===== src/rtl/md_issue_ctrl.sv =====
// md_issue_ctrl: in-order request queue feeding a single multi-cycle div/rem
// unit, with one op in flight and its result broadcast on the CDB.
module md_issue_ctrl #(
    parameter int PHYS_REG_BITS = 6,
    parameter int ROB_BITS      = 5,
    parameter int DEPTH         = 4
) (
    input  logic                     clk,
    input  logic                     rst,
    input  logic                     i_flush,
    input  logic                     i_req_valid,
    output logic                     o_req_ready,
    input  logic [2:0]               i_req_funct3,
    input  logic [31:0]              i_req_rs1_v,
    input  logic [31:0]              i_req_rs2_v,
    input  logic [PHYS_REG_BITS-1:0] i_req_pd,
    input  logic [ROB_BITS-1:0]      i_req_rob_idx,
    output logic                     o_fu_start,
    output logic [2:0]               o_fu_funct3,
    output logic [31:0]              o_fu_rs1_v,
    output logic [31:0]              o_fu_rs2_v,
    input  logic                     i_fu_valid,
    input  logic [31:0]              i_fu_rd_v,
    output logic                     o_cdb_valid,
    input  logic                     i_cdb_ready,
    output logic [31:0]              o_cdb_rd_v,
    output logic [PHYS_REG_BITS-1:0] o_cdb_pd,
    output logic [ROB_BITS-1:0]      o_cdb_rob_idx
);

    localparam int AW = (DEPTH > 1) ? $clog2(DEPTH) : 1;
    localparam int CW = AW + 1;

    typedef struct packed {
        logic [2:0]               funct3;
        logic [31:0]              rs1;
        logic [31:0]              rs2;
        logic [PHYS_REG_BITS-1:0] pd;
        logic [ROB_BITS-1:0]      rob;
    } op_t;

    typedef enum logic [1:0] {IDLE, START, WAIT, RESP} state_t;

    op_t          r_mem [DEPTH];
    logic [AW-1:0] r_wptr, r_rptr;
    logic [CW-1:0] r_count;
    state_t       r_state, w_next;
    op_t          r_op;
    logic [31:0]  r_res;

    logic w_clr, w_push, w_pop;
    op_t  w_req;

    // Flush and reset share one clear path; flush also kills a same-cycle push.
    assign w_clr       = rst | i_flush;
    assign o_req_ready = !rst && (r_count < CW'(DEPTH));
    assign w_push      = i_req_valid && o_req_ready && !i_flush;
    assign w_pop       = (r_state == IDLE) && (r_count != '0) && !w_clr;
    assign w_req       = '{funct3: i_req_funct3, rs1: i_req_rs1_v, rs2: i_req_rs2_v,
                           pd: i_req_pd, rob: i_req_rob_idx};

    // Queue storage; pointers wrap naturally since DEPTH is a power of two.
    always_ff @(posedge clk) begin
        if (w_push) r_mem[r_wptr] <= w_req;
    end

    // Queue pointers and occupancy.
    always_ff @(posedge clk) begin
        if (w_clr) begin
            r_wptr  <= '0;
            r_rptr  <= '0;
            r_count <= '0;
        end else begin
            if (w_push) r_wptr <= r_wptr + AW'(1);
            if (w_pop)  r_rptr <= r_rptr + AW'(1);
            r_count <= r_count + CW'(w_push) - CW'(w_pop);
        end
    end

    // Op and result registers: head is latched on pop, result on completion.
    always_ff @(posedge clk) begin
        if (rst) begin
            r_op  <= '0;
            r_res <= '0;
        end else begin
            if (w_pop) r_op <= r_mem[r_rptr];
            if (r_state == WAIT && i_fu_valid && !i_flush) r_res <= i_fu_rd_v;
        end
    end

    // FSM state register.
    always_ff @(posedge clk) begin
        if (rst) r_state <= IDLE;
        else     r_state <= w_next;
    end

    // Next state and outputs; stray completions outside WAIT are ignored.
    always_comb begin
        w_next        = r_state;
        o_fu_start    = 1'b0;
        o_cdb_valid   = 1'b0;
        o_fu_funct3   = '0;
        o_fu_rs1_v    = '0;
        o_fu_rs2_v    = '0;
        o_cdb_rd_v    = '0;
        o_cdb_pd      = '0;
        o_cdb_rob_idx = '0;
        if (r_state != IDLE) begin
            o_fu_funct3 = r_op.funct3;
            o_fu_rs1_v  = r_op.rs1;
            o_fu_rs2_v  = r_op.rs2;
        end
        case (r_state)
            IDLE:  if (r_count != '0) w_next = START;
            START: begin
                o_fu_start = 1'b1;
                w_next     = WAIT;
            end
            WAIT:  if (i_fu_valid) w_next = RESP;
            RESP: begin
                o_cdb_valid   = 1'b1;
                o_cdb_rd_v    = r_res;
                o_cdb_pd      = r_op.pd;
                o_cdb_rob_idx = r_op.rob;
                if (i_cdb_ready) w_next = IDLE;
            end
            default: w_next = IDLE;
        endcase
        if (w_clr) w_next = IDLE;
    end

endmodule

===== config.mk =====
export PLATFORM = sky130hd
export DESIGN_NAME = md_issue_ctrl
export DESIGN_NICKNAME = d
export VERILOG_FILES = /design/src/rtl/md_issue_ctrl.sv
export SDC_FILE = /design/constraint.sdc
export NUM_CORES = 1
export LEC_CHECK = 0
export CAP_MARGIN = 30
export CORE_MARGIN = 2
export CORE_UTILIZATION = 54
export DETAILED_ROUTE_END_ITERATION = 8
export GPL_TIMING_DRIVEN = 0
export PLACE_DENSITY = 0.78
export SYNTH_ARGS = -nofsm -noshare
export SYNTH_HDL_FRONTEND = slang
export SYNTH_SLANG_ARGS = --single-unit

===== constraint.sdc =====
create_clock -name clk -period 4.2 [get_ports clk]
set_input_delay 0.42 -clock clk [delete_from_list [all_inputs] [get_ports clk]]
set_output_delay 0.42 -clock clk [all_outputs]
set_load 0.02 [all_outputs]

# == Yosys cells after proc, flatten, opt, wreduce, memory -nomap -nowiden ==
# Memories as Yosys holds them, arrays and structs flattened. A register that Yosys moved wholly into a read port is not among the register bits.
# Cells that the tools add are included.
# word_totals
reg_bits,41
mem_bits_rw,312
in_bits,116
out_inout_bits,113
wordCells,47
mem_count,1
# memory_table
name,words,width,read_ports,rd_ports_with_merged_regs,write_ports,line_no,text
r_mem,4,78,1,1,1,44,op_t r_mem [DEPTH];
# classes
n_addsub,4
order_cmp,1
eq_ne,6
mux,14
n_bitwise,1
reduce_logical,15
# op_table
cell,n
2-to-1 mux 32 bit,3
one-hot mux 2 bit (4 select lines),1
logical AND 1 bit,7
2-to-1 mux 2 bit,3
2-to-1 mux 6 bit,1
2-to-1 mux 5 bit,1
"adder 2 x 1 -> 2 bit, second input constant",2
"== test 2 bit, second input constant",2
2-to-1 mux 1 bit,4
"!= test 2 bit, second input constant",2
adder 3 x 1 -> 3 bit,1
zero test 1 bit,3
"< comparator 3 bit, second input constant",1
2-to-1 mux 3 bit,1
AND reduction 3 bit,1
nonzero test 3 bit,1
subtractor 3 x 1 -> 3 bit,1
"== test 2 x 1 -> 1 bit, second input constant",1
zero test 2 bit,1
"!= test 2 x 1 -> 1 bit, second input constant",1
nonzero test 2 bit,1
OR reduction 2 bit,1
bitwise OR 1 bit,1

# == Logic depth before layout (Yosys ltp) ==
# depth
depth_word,6
depth_mapped,14
ltp_nobuf,12

# == Worst setup path before layout ==
# Ideal clock, no wire load.
# synth_path
path_type,input to register
startpoint,in rst
endpoint,"mem r_mem[0][0] in the netlist's numbering, enable pin"
setup_time_ns,0.445
t_arrival_ns,2.867
required_ns,3.755
slack_ns,0.888
stages,4
n_path_buf,2
cell_sequence,clkbuf_1 > nor2_1 > clkbuf_1 > and3_1
# synth_between
elab_chain_len,6
# synth_rtl
item,line_no,text
"start, declared",9,"input logic rst,"
zero test 1 bit,56,assign o_req_ready = !rst && (r_count < CW'(DEPTH));
logical AND 1 bit,56,
logical AND 1 bit (2 in series),57,assign w_push = i_req_valid && o_req_ready && !i_flush;
2-to-1 mux 1 bit,64,if (w_push) r_mem[r_wptr] <= w_req;
2-to-1 mux 1 bit (implied by the code),64,
"end, declared",44,
# Every way passes these cells.

# == Worst setup path in the final report ==
# layout_path
startpoint,reg r_state[0]
endpoint,out o_fu_rs1_v[25]
# layout_between
elab_chain_len,2
# layout_rtl
item,line_no,text
"start, declared",47,"state_t r_state, w_next;"
"start signal, assigned",94,else r_state <= w_next;
nonzero test 2 bit,108,if (r_state != IDLE) begin
2-to-1 mux 32 bit,108,
"end, declared",20,"output logic [31:0] o_fu_rs1_v,"
# Every way passes these cells.

==> results.ini <==
[synth]
synthAdderAreaFrac_pct = 0.909
synth-compound-area-share_pct = 5.60
sequential_cell_area_fraction_in_the_yosys_report_pct = 73.6
post_synth_xor_area_fraction_pct = 0.165
post_synthesis_instance_area_um2 = 16000
synth_cells = 909
synth_top_family_by_area = multiplexers
syn-mean-instance-area_um2 = 17.6
number_of_synthesized_register_bits = 431
post_synth_and_or_nand_nor_area_fraction_pct = 6.65
synth.distinct_cells = 29
yosysWarningCount = 0
synth.net_count = 1036
synth.area.mux_share_pct = 11.2

[die]
core-area_um2 = 28900
die-width_um = 176
ioPinCount = 229
placement_rows = 62
floorplan.initialDensity_pct = 55.2
die_area_um2 = 31000
fp.dieH_um = 176

[sta]
fin_worst_skew_ps = 10.3
worst_pin_slew_ps = 819
timing.slew.headroom_pct = 45.4
report.final.setup_viol = 0
timing.fmax_ghz = 0.268
min_period_over_period_pct = 88.9
rsz0062_at_grt = false
finalWorstSetupSlack_ps = 465
final_period_minus_worst_setup_slack_ps = 3730
hold_viol_final = 0
drv_slew = 0
holdWs_ps = 316

[global_routing]
grt_first_pass_wirelength_mm = 50.6
grt_max_degree = 50
overflow = 0
number_of_antenna_violations_at_the_first_check_in_global_routing = 6
vias_in_the_first_global_route = 9070
globalRouteTotalUtil_pct = 21.5

[clock_network]
inserted_clock_buffers = 42
register_clock_pin_slew_on_the_reported_worst_setup_and_hold_paths_ps = 60
cts.htree.levels = 2
cts-resized-gates = 0
setup_bufs_post_cts = 0
cts_tree = done
clock_tree.buffer_depth = 3
clkSinkCount = 431
number_of_hold_buffers_added_after_cts = 0
cts_root_buf = clkbuf_16
clock_latency_ps = 530

[placement]
finalWeightedCongestion = 0.846
dpl_cell_area_um2 = 18800
pre_cts_ws_ps = 829
detailed_place_hpwl_mm = 21.1
io_buffer_count = 227
place_inst = 1524

[cells_and_area]
syn_to_final_growth_pct = 26.6
filler_cell_count = 1911
utilization_pct = 69.8
layout.cells.non_filler = 1604
final_area_um2 = 20200
multi_input_comb_area_um2 = 3930
layout.cells.most_common_list = edfxtp_1, clkdlybuf4s50_1, dfxtp_1, mux4_2, a22o_1
finalNetCount = 1311
most_common_cell_after_layout_fill_and_taps_aside = edfxtp_1
register_area_um2 = 11800
ratio_of_cells_with_drive_above_1_in_the_final_layout_pct = 15.0

[detailed_routing]
drc_errors = 0
detail_route.wirelength_mm = 33.2
first_iter_violations = 570
wl_per_cell_um = 20.7
antenna_violating_nets_post_route = 0
per_cell_via_count_in_the_routed_design = 5.52
vias = 8851
drtPass1Iterations = 4

[flow_run]
max_cap_violations = 0

[run_status]
outcome = completed

[power]
power.density_cell_area_nw_per_um2 = 425
vdd_drop_max_v = 0.000370
leakagePower_nw = 6.58

[worst_setup_path]
timing.critical_path.to_type = output pin
critical_path_arrival_ps = 3310
worstPathRequired_ps = 3780
timing.critical_path.from_type = register
worst-setup-path-type = reg -> out
crit_fanout = 10

[worst_hold_path]
hold_class = in -> reg

stage by stage:
step	total power (W)	setup TNS [ps]
2_1_floorplan	0.00482	0
3_3_place_gp	0.00500	-308320
3_5_place_dp	0.00501	0
4_1_cts	0.00867	0
5_1_grt	0.00885	0
6_report	0.00859	0
kinds of logic (layout without fill, tap and decap cells):
family | count (synthesis) | after routing
xor+xnor | 3 | 3
compound gates | 116 | 116
flops | 431 | 431
mux | 81 | 81
buf+inv | 68 | 376
other cells | 0 | 3
fa+ha+maj | 11 | 11
simple gates | 199 | 199
final timing paths:
| path | startpoint | end | slack [ps] | depth (start not counted) |
|---|---|---|---|---|
| setup / recovery | r_state[0]$_SDFFE_PP0P_ | o_fu_rs1_v[25] | 470 | 6 |
| hold reg to reg | r_res[22]$_SDFFE_PP0P_ | r_res[22]$_SDFFE_PP0P_ | 450 | 2 |
| setup reg to reg | r_state[0]$_SDFFE_PP0P_ | r_count[2]$_SDFF_PP0_ | 790 | 14 |
| hold / removal | rst | r_res[31]$_SDFFE_PP0P_ | 320 | 2 |
final cells by class:
| type | count | area share, % |
|---|---|---|
| flip-flops and latches | 431 | 58.2 |
| multi-input cells | 410 | 19.5 |
| repair buffers | 231 | 11.7 |
| clock buffers | 55 | 5.80 |
| well taps | 384 | 2.38 |
| plain buffers | 59 | 1.31 |
| clock inverters | 22 | 0.972 |
| inverters | 9 | 0.167 |
| diodes | 3 | 0.0372 |
report_power, final:
part / total [W] / leakage [nW] / internal [W] / switching (W)
clock network: 0.00368 / 0.682 / 0.00216 / 0.00152
registers: 0.00462 / 3.78 / 0.00460 / 0.0000144
logic: 0.000296 / 2.12 / 0.000161 / 0.000136
Yosys cell counts, drive strengths merged:
library cell    n  share of area, %
mux4           78                11
o31a            2              0.11
and3b           1             0.055
nor2            7              0.16
xor2            2              0.11
nand2          67               1.6
nor2b          69               2.7
nand3b          1             0.047
a221oi          1             0.055
inv             9              0.21
a21oi          33               1.1
o311ai          1             0.055
mux2i           3              0.19
nor3            2             0.063
and3            4              0.16
a22o           78               4.3
or2             1             0.039
ha             10              0.78
edfxtp        312                59
xnor2           1             0.055
o21a            1             0.047
clkbuf         30              0.71
dfxtp         119                15
fa              1              0.13
buf            29              0.95
and2           47               1.8
sequential cells by signal (all words and copies together), names as in the netlist:
signal   flops
r_wptr       2
r_res       32
r_rptr       2
r_count      3
r_state      2
r_op        78
r_mem      312
routing by layer:
metal  track usage, %  vias up  share of wire (%)
met4             6.34        6                2.2
met2             36.4      286                 50
li1                 -     4051                  -
met5                0        -               0.14
met3             4.89       59                6.5
met1             28.0     4449                 41
critical path: stages, from the launching register on:
cell             delay (ps)
dfxtp_1                 340
inv_1                    90
ha_1                    580
clkbuf_1                660
clkbuf_1                430
nor2b_1                 100
clkdlybuf4s50_1         560
Note: power is estimated with default switching activity, not from simulation.
==> RTL edit 1: new RTL, same flow settings <==
Encoding of `state_t`: now one-hot (4 bits for 4 states).
--- a/src/rtl/md_issue_ctrl.sv
+++ b/src/rtl/md_issue_ctrl.sv
@@ -40,5 +40,5 @@
     } op_t;
 
-    typedef enum logic [1:0] {IDLE, START, WAIT, RESP} state_t;
+    typedef enum logic [3:0] {IDLE = 4'b0001, START = 4'b0010, WAIT = 4'b0100, RESP = 4'b1000} state_t;
 
     op_t          r_mem [DEPTH];
Check against the original RTL: no difference found for any inputs over 4 cycles, from zero or initial values and one cycle with rst high; so few cycles prove little.
==> RTL edit 1 against the unedited design <==
- final area increased by 4.8%
- wire length increased by 15%
- area after synthesis increased by 6.1%
- total power decreased by 0.12%
- non-clock buffer count increased by 37
- global-route usage increased by 1.8 points
- setup slack improved by 0.19 ns
- sequential cell count increased by 2
- critical path depth unchanged
- count of clock-buffer cells in the layout increased by 16
- die area increased by 6.0%
- clock power decreased by 3%
- worst hold slack improved by 0.061 ns
- critical endpoint is now o_cdb_rob_idx[1]
- largest power group unchanged
- highest routed layer unchanged
==> RTL edit 1: results (changes against the unedited design) <==
* Status: finished clean (unchanged)
* DP HPWL at 24,600 µm (was 21,100 µm)
* Vias in the first global route at 10.6k (was 9,070)
* Peak VDD IR at 0.400 mV (was 0.370 mV)
* Total power at 8.58 mW (was 8.59 mW)
* Hold Slack at 0.378 ns (was 0.316 ns)
* RD Place Congestion at 0.787 (was 0.846)
* Placed Area at 19,800 µm² (was 18,800 µm²)
* Nets at 1,432 (was 1,311)
* First-pass GRT wire length at 58,700 µm (was 50,600 µm)
* DR WL/cell at 22.0 µm (was 20.7 µm)
* Total track usage at 0.233 (was 0.215)
* Clock skew at 0.00966 ns (was 0.0103 ns)
* Port Buffer Count at 226 (was 227)
* Met1 Resource Use GR at 0.304 (was 0.280)
* Largest net degree at the start of global routing at 55 (was 50)
* DRT iter0 DRCs at 726 (was 570)
* Drt via density at 5.85 (was 5.52)
* Register area share after synthesis at 0.696 (was 0.736)
* Top cells by area, synth: edfxtp_1, dfxtp_1, mux4_2, o311a_1, and2_1 (was edfxtp_1, dfxtp_1, mux4_2, a22o_1, nor2b_1)
* Share of power burned in registers at 0.541 (was 0.538)
* Relative slew slack at 0.376 (was 0.454)
* Post-Syn Nets at 1,156 (was 1,036)
* DR pass1 iterations at 5 (was 4)
* Worst Reg2Reg Path Length in Cells at 13 (was 14)
* Static leakage at 7.51 nW (was 6.58 nW)
* Met2 GRT Util at 0.399 (was 0.364)
* Worst r2r src: r_state[0] (unchanged)
==> RTL edit 1: worst max-delay path by stage <==
stage / slack [ns] / start / to / cells past startpoint
floorplan: 0.82 / i_flush / r_mem[0][0] / 4
global placement: -1.16 / i_flush / r_mem[0][47] / 4
detailed placement: 0.38 / i_flush / r_count[2] / 13
CTS: 0.49 / r_state[3] / o_cdb_rob_idx[1] / 5
global route: 0.51 / r_state[3] / o_cdb_rob_idx[1] / 6
finish: 0.65 / r_state[3] / o_cdb_rob_idx[1] / 6
==> RTL edit 1: cells by family after synthesis <==
family | count (synthesis) | share of synthesized area
flops | 433 | 0.696
compound gates | 230 | 0.103
simple gates | 178 | 0.0634
buf+inv | 103 | 0.0258
mux | 79 | 0.104
fa+ha+maj | 7 | 0.00561
xor+xnor | 3 | 0.00155
==> RTL edit 1: layer usage <==
metal,vias to the layer above,share of wire
met5,-,0.00037
li1,4615,-
met1,5137,0.41
met3,55,0.071
met4,2,0.021
met2,381,0.50
==> RTL edit 1: layout make-up <==
| class | count | area [µm²] |
|---|---|---|
| Antenna cell | 4 | 10.0 |
| Buffer | 96 | 410 |
| Clock buffer | 71 | 1290 |
| Clock inverter | 8 | 38.8 |
| Fill cell | 2080 | 9580 |
| Inverter | 7 | 26.3 |
| Multi-Input combinational cell | 497 | 4740 |
| Sequential cell | 433 | 11800 |
| Tap cell | 396 | 495 |
| Timing Repair Buffer | 231 | 2380 |
==> RTL edit 1: critical path, stage by stage, from the launching register on <==
cell	delay, ns
dfxtp_1	0.42
inv_1	0.11
nor4_2	0.54
buf_2	0.28
clkbuf_1	0.38
and2_1	0.19
clkdlybuf4s50_1	0.68
==> RTL edit 2: new RTL, config.mk and constraints unchanged <==
Without the edit above. `ROB_BITS`: 5 -> 10.
--- a/src/rtl/md_issue_ctrl.sv
+++ b/src/rtl/md_issue_ctrl.sv
@@ -3,5 +3,5 @@
 module md_issue_ctrl #(
     parameter int PHYS_REG_BITS = 6,
-    parameter int ROB_BITS      = 5,
+    parameter int ROB_BITS      = 10,
     parameter int DEPTH         = 4
 ) (
Interface: changed (resized i_req_rob_idx and o_cdb_rob_idx); port bits go from 229 to 239. The function was not compared with the original's and may differ.
==> RTL edit 2 against the unedited design <==
- area after synthesis is 6.1% higher
- sequential cell count up 25
- wire length increased by 7.8%
- setup slack lost 0.16 ns
- total power is 6.3% higher
- combinational power is 6.8% higher
- final area grew 5.9%
- register-to-register slack improved by 0.16 ns
- sequential share of layout area hardly changed
- non-clock buffer count increased by 14
==> RTL edit 2: results (changes against the unedited design) <==
* DRT Wirelength at 35,800 µm (was 33,200 µm)
* CTS Sinks at 456 (was 431)
* XOR/XNOR Fraction of Synth Area at 0.00155 (was 0.00165)
* DP HPWL at 22,300 µm (was 21,100 µm)
* Fraction of layout cells with a size suffix above 1 at 0.147 (was 0.150)
* Post-synth EDFFs at 332 (was 312)
* Total track usage at 0.220 (was 0.215)
* Arr. time, crit path at 3.47 ns (was 3.31 ns)
* Vias in the first global route at 9,640 (was 9,070)
* Register area share after synthesis at 0.735 (was 0.736)
* Static leakage at 6.94 nW (was 6.58 nW)
* Part of the power in the clock network at 0.430 (was 0.428)
* Top cells by area, synth: edfxtp_1, dfxtp_1, mux4_2, a22o_1, nor2b_1 (unchanged)
* Complex-gate fraction of the synthesized area at 0.0552 (was 0.0560)
* Nets at 1,373 (was 1,311)
* Routed wl met3 at 2550 µm (was 2150 µm)
* Met2 WL post-DR at 18,000 µm (was 16,600 µm)
* Routed length on met1 at 14,900 µm (was 13,700 µm)
* GR Layer Usage met3 at 0.0536 (was 0.0489)
* Antenna violations before repair at 4 (was 6)
* Most frequent cells after synthesis: edfxtp_1, dfxtp_1, a22o_1, mux4_2, nor2b_1 (unchanged)
* Met1 Resource Use GR at 0.287 (was 0.280)
* Switching pwr at 1.76 mW (was 1.67 mW)
* Via count at 9,242 (was 8,851)
* RD Place Congestion at 0.784 (was 0.846)
* Relative slew slack at 0.415 (was 0.454)
* Status: finished clean (unchanged)
* Port Buffer Count at 237 (was 227)
* First-pass GRT wire length at 55,300 µm (was 50,600 µm)
* Clock skew at 0.00857 ns (was 0.0103 ns)
* Post-Syn Nets at 1,085 (was 1,036)
* Mux cell area share after synthesis at 0.112 (about the same)
* DR pass1 iterations at 5 (was 4)
==> RTL edit 2: changes by cell type in the layout (fill, tap and decap cells not counted), moves of 8 or more <==
cell,before,now
buf_6,0,11
edfxtp_1,312,332
clkdlybuf4s50_1,227,237
buf_2,25,17
==> RTL edit 2: metrics by stage <==
step	setup slack (ns)	total power, mW	hold WS, ns	instance area [µm²]	cells
3_5_place_dp	0.890	5.30	0.443	19900	1590
5_1_grt	0.198	9.42	0.366	21400	1672
3_3_place_gp	-1.39	5.29	0.438	19800	1586
4_1_cts	0.300	9.21	0.304	21400	1671
6_report	0.309	9.13	0.344	21400	1674
2_1_floorplan	0.781	5.11	0.432	16900	953
==> RTL edit 2: kinds of logic (layout without fill, tap and decap cells) <==
kind of cell             Yosys count  in the layout
adder cells (fa/ha/maj)           11             11
XOR/XNOR                           3              3
other                              0              3
AO/OA/AOI/OAI                    121            121
AND/OR/NAND/NOR                  204            204
multiplexers                      86             86
flip-flops                       456            456
buffers and inverters             72            394
==> RTL edit 2: cell type report <==
class	count	area, µm²	share of cell area
Sequential cell	456	12500	0.582
Multi-Input combinational cell	425	4120	0.192
Timing Repair Buffer	241	2480	0.116
Clock buffer	58	1200	0.0563
Tap cell	396	495	0.0232
Buffer	63	357	0.0167
Clock inverter	23	246	0.0115
Inverter	9	33.8	0.00158
Antenna cell	3	7.51	0.000351
==> RTL edit 2: path summary, 6_finish.rpt <==
| check | end | slack (ns) |
|---|---|---|
| worst max-delay path | o_fu_funct3[1] | 0.31 |
| worst min register to register | r_res[21] | 0.45 |
| worst max register to register | r_count[2] | 0.95 |
| worst min-delay path | r_res[0] | 0.34 |
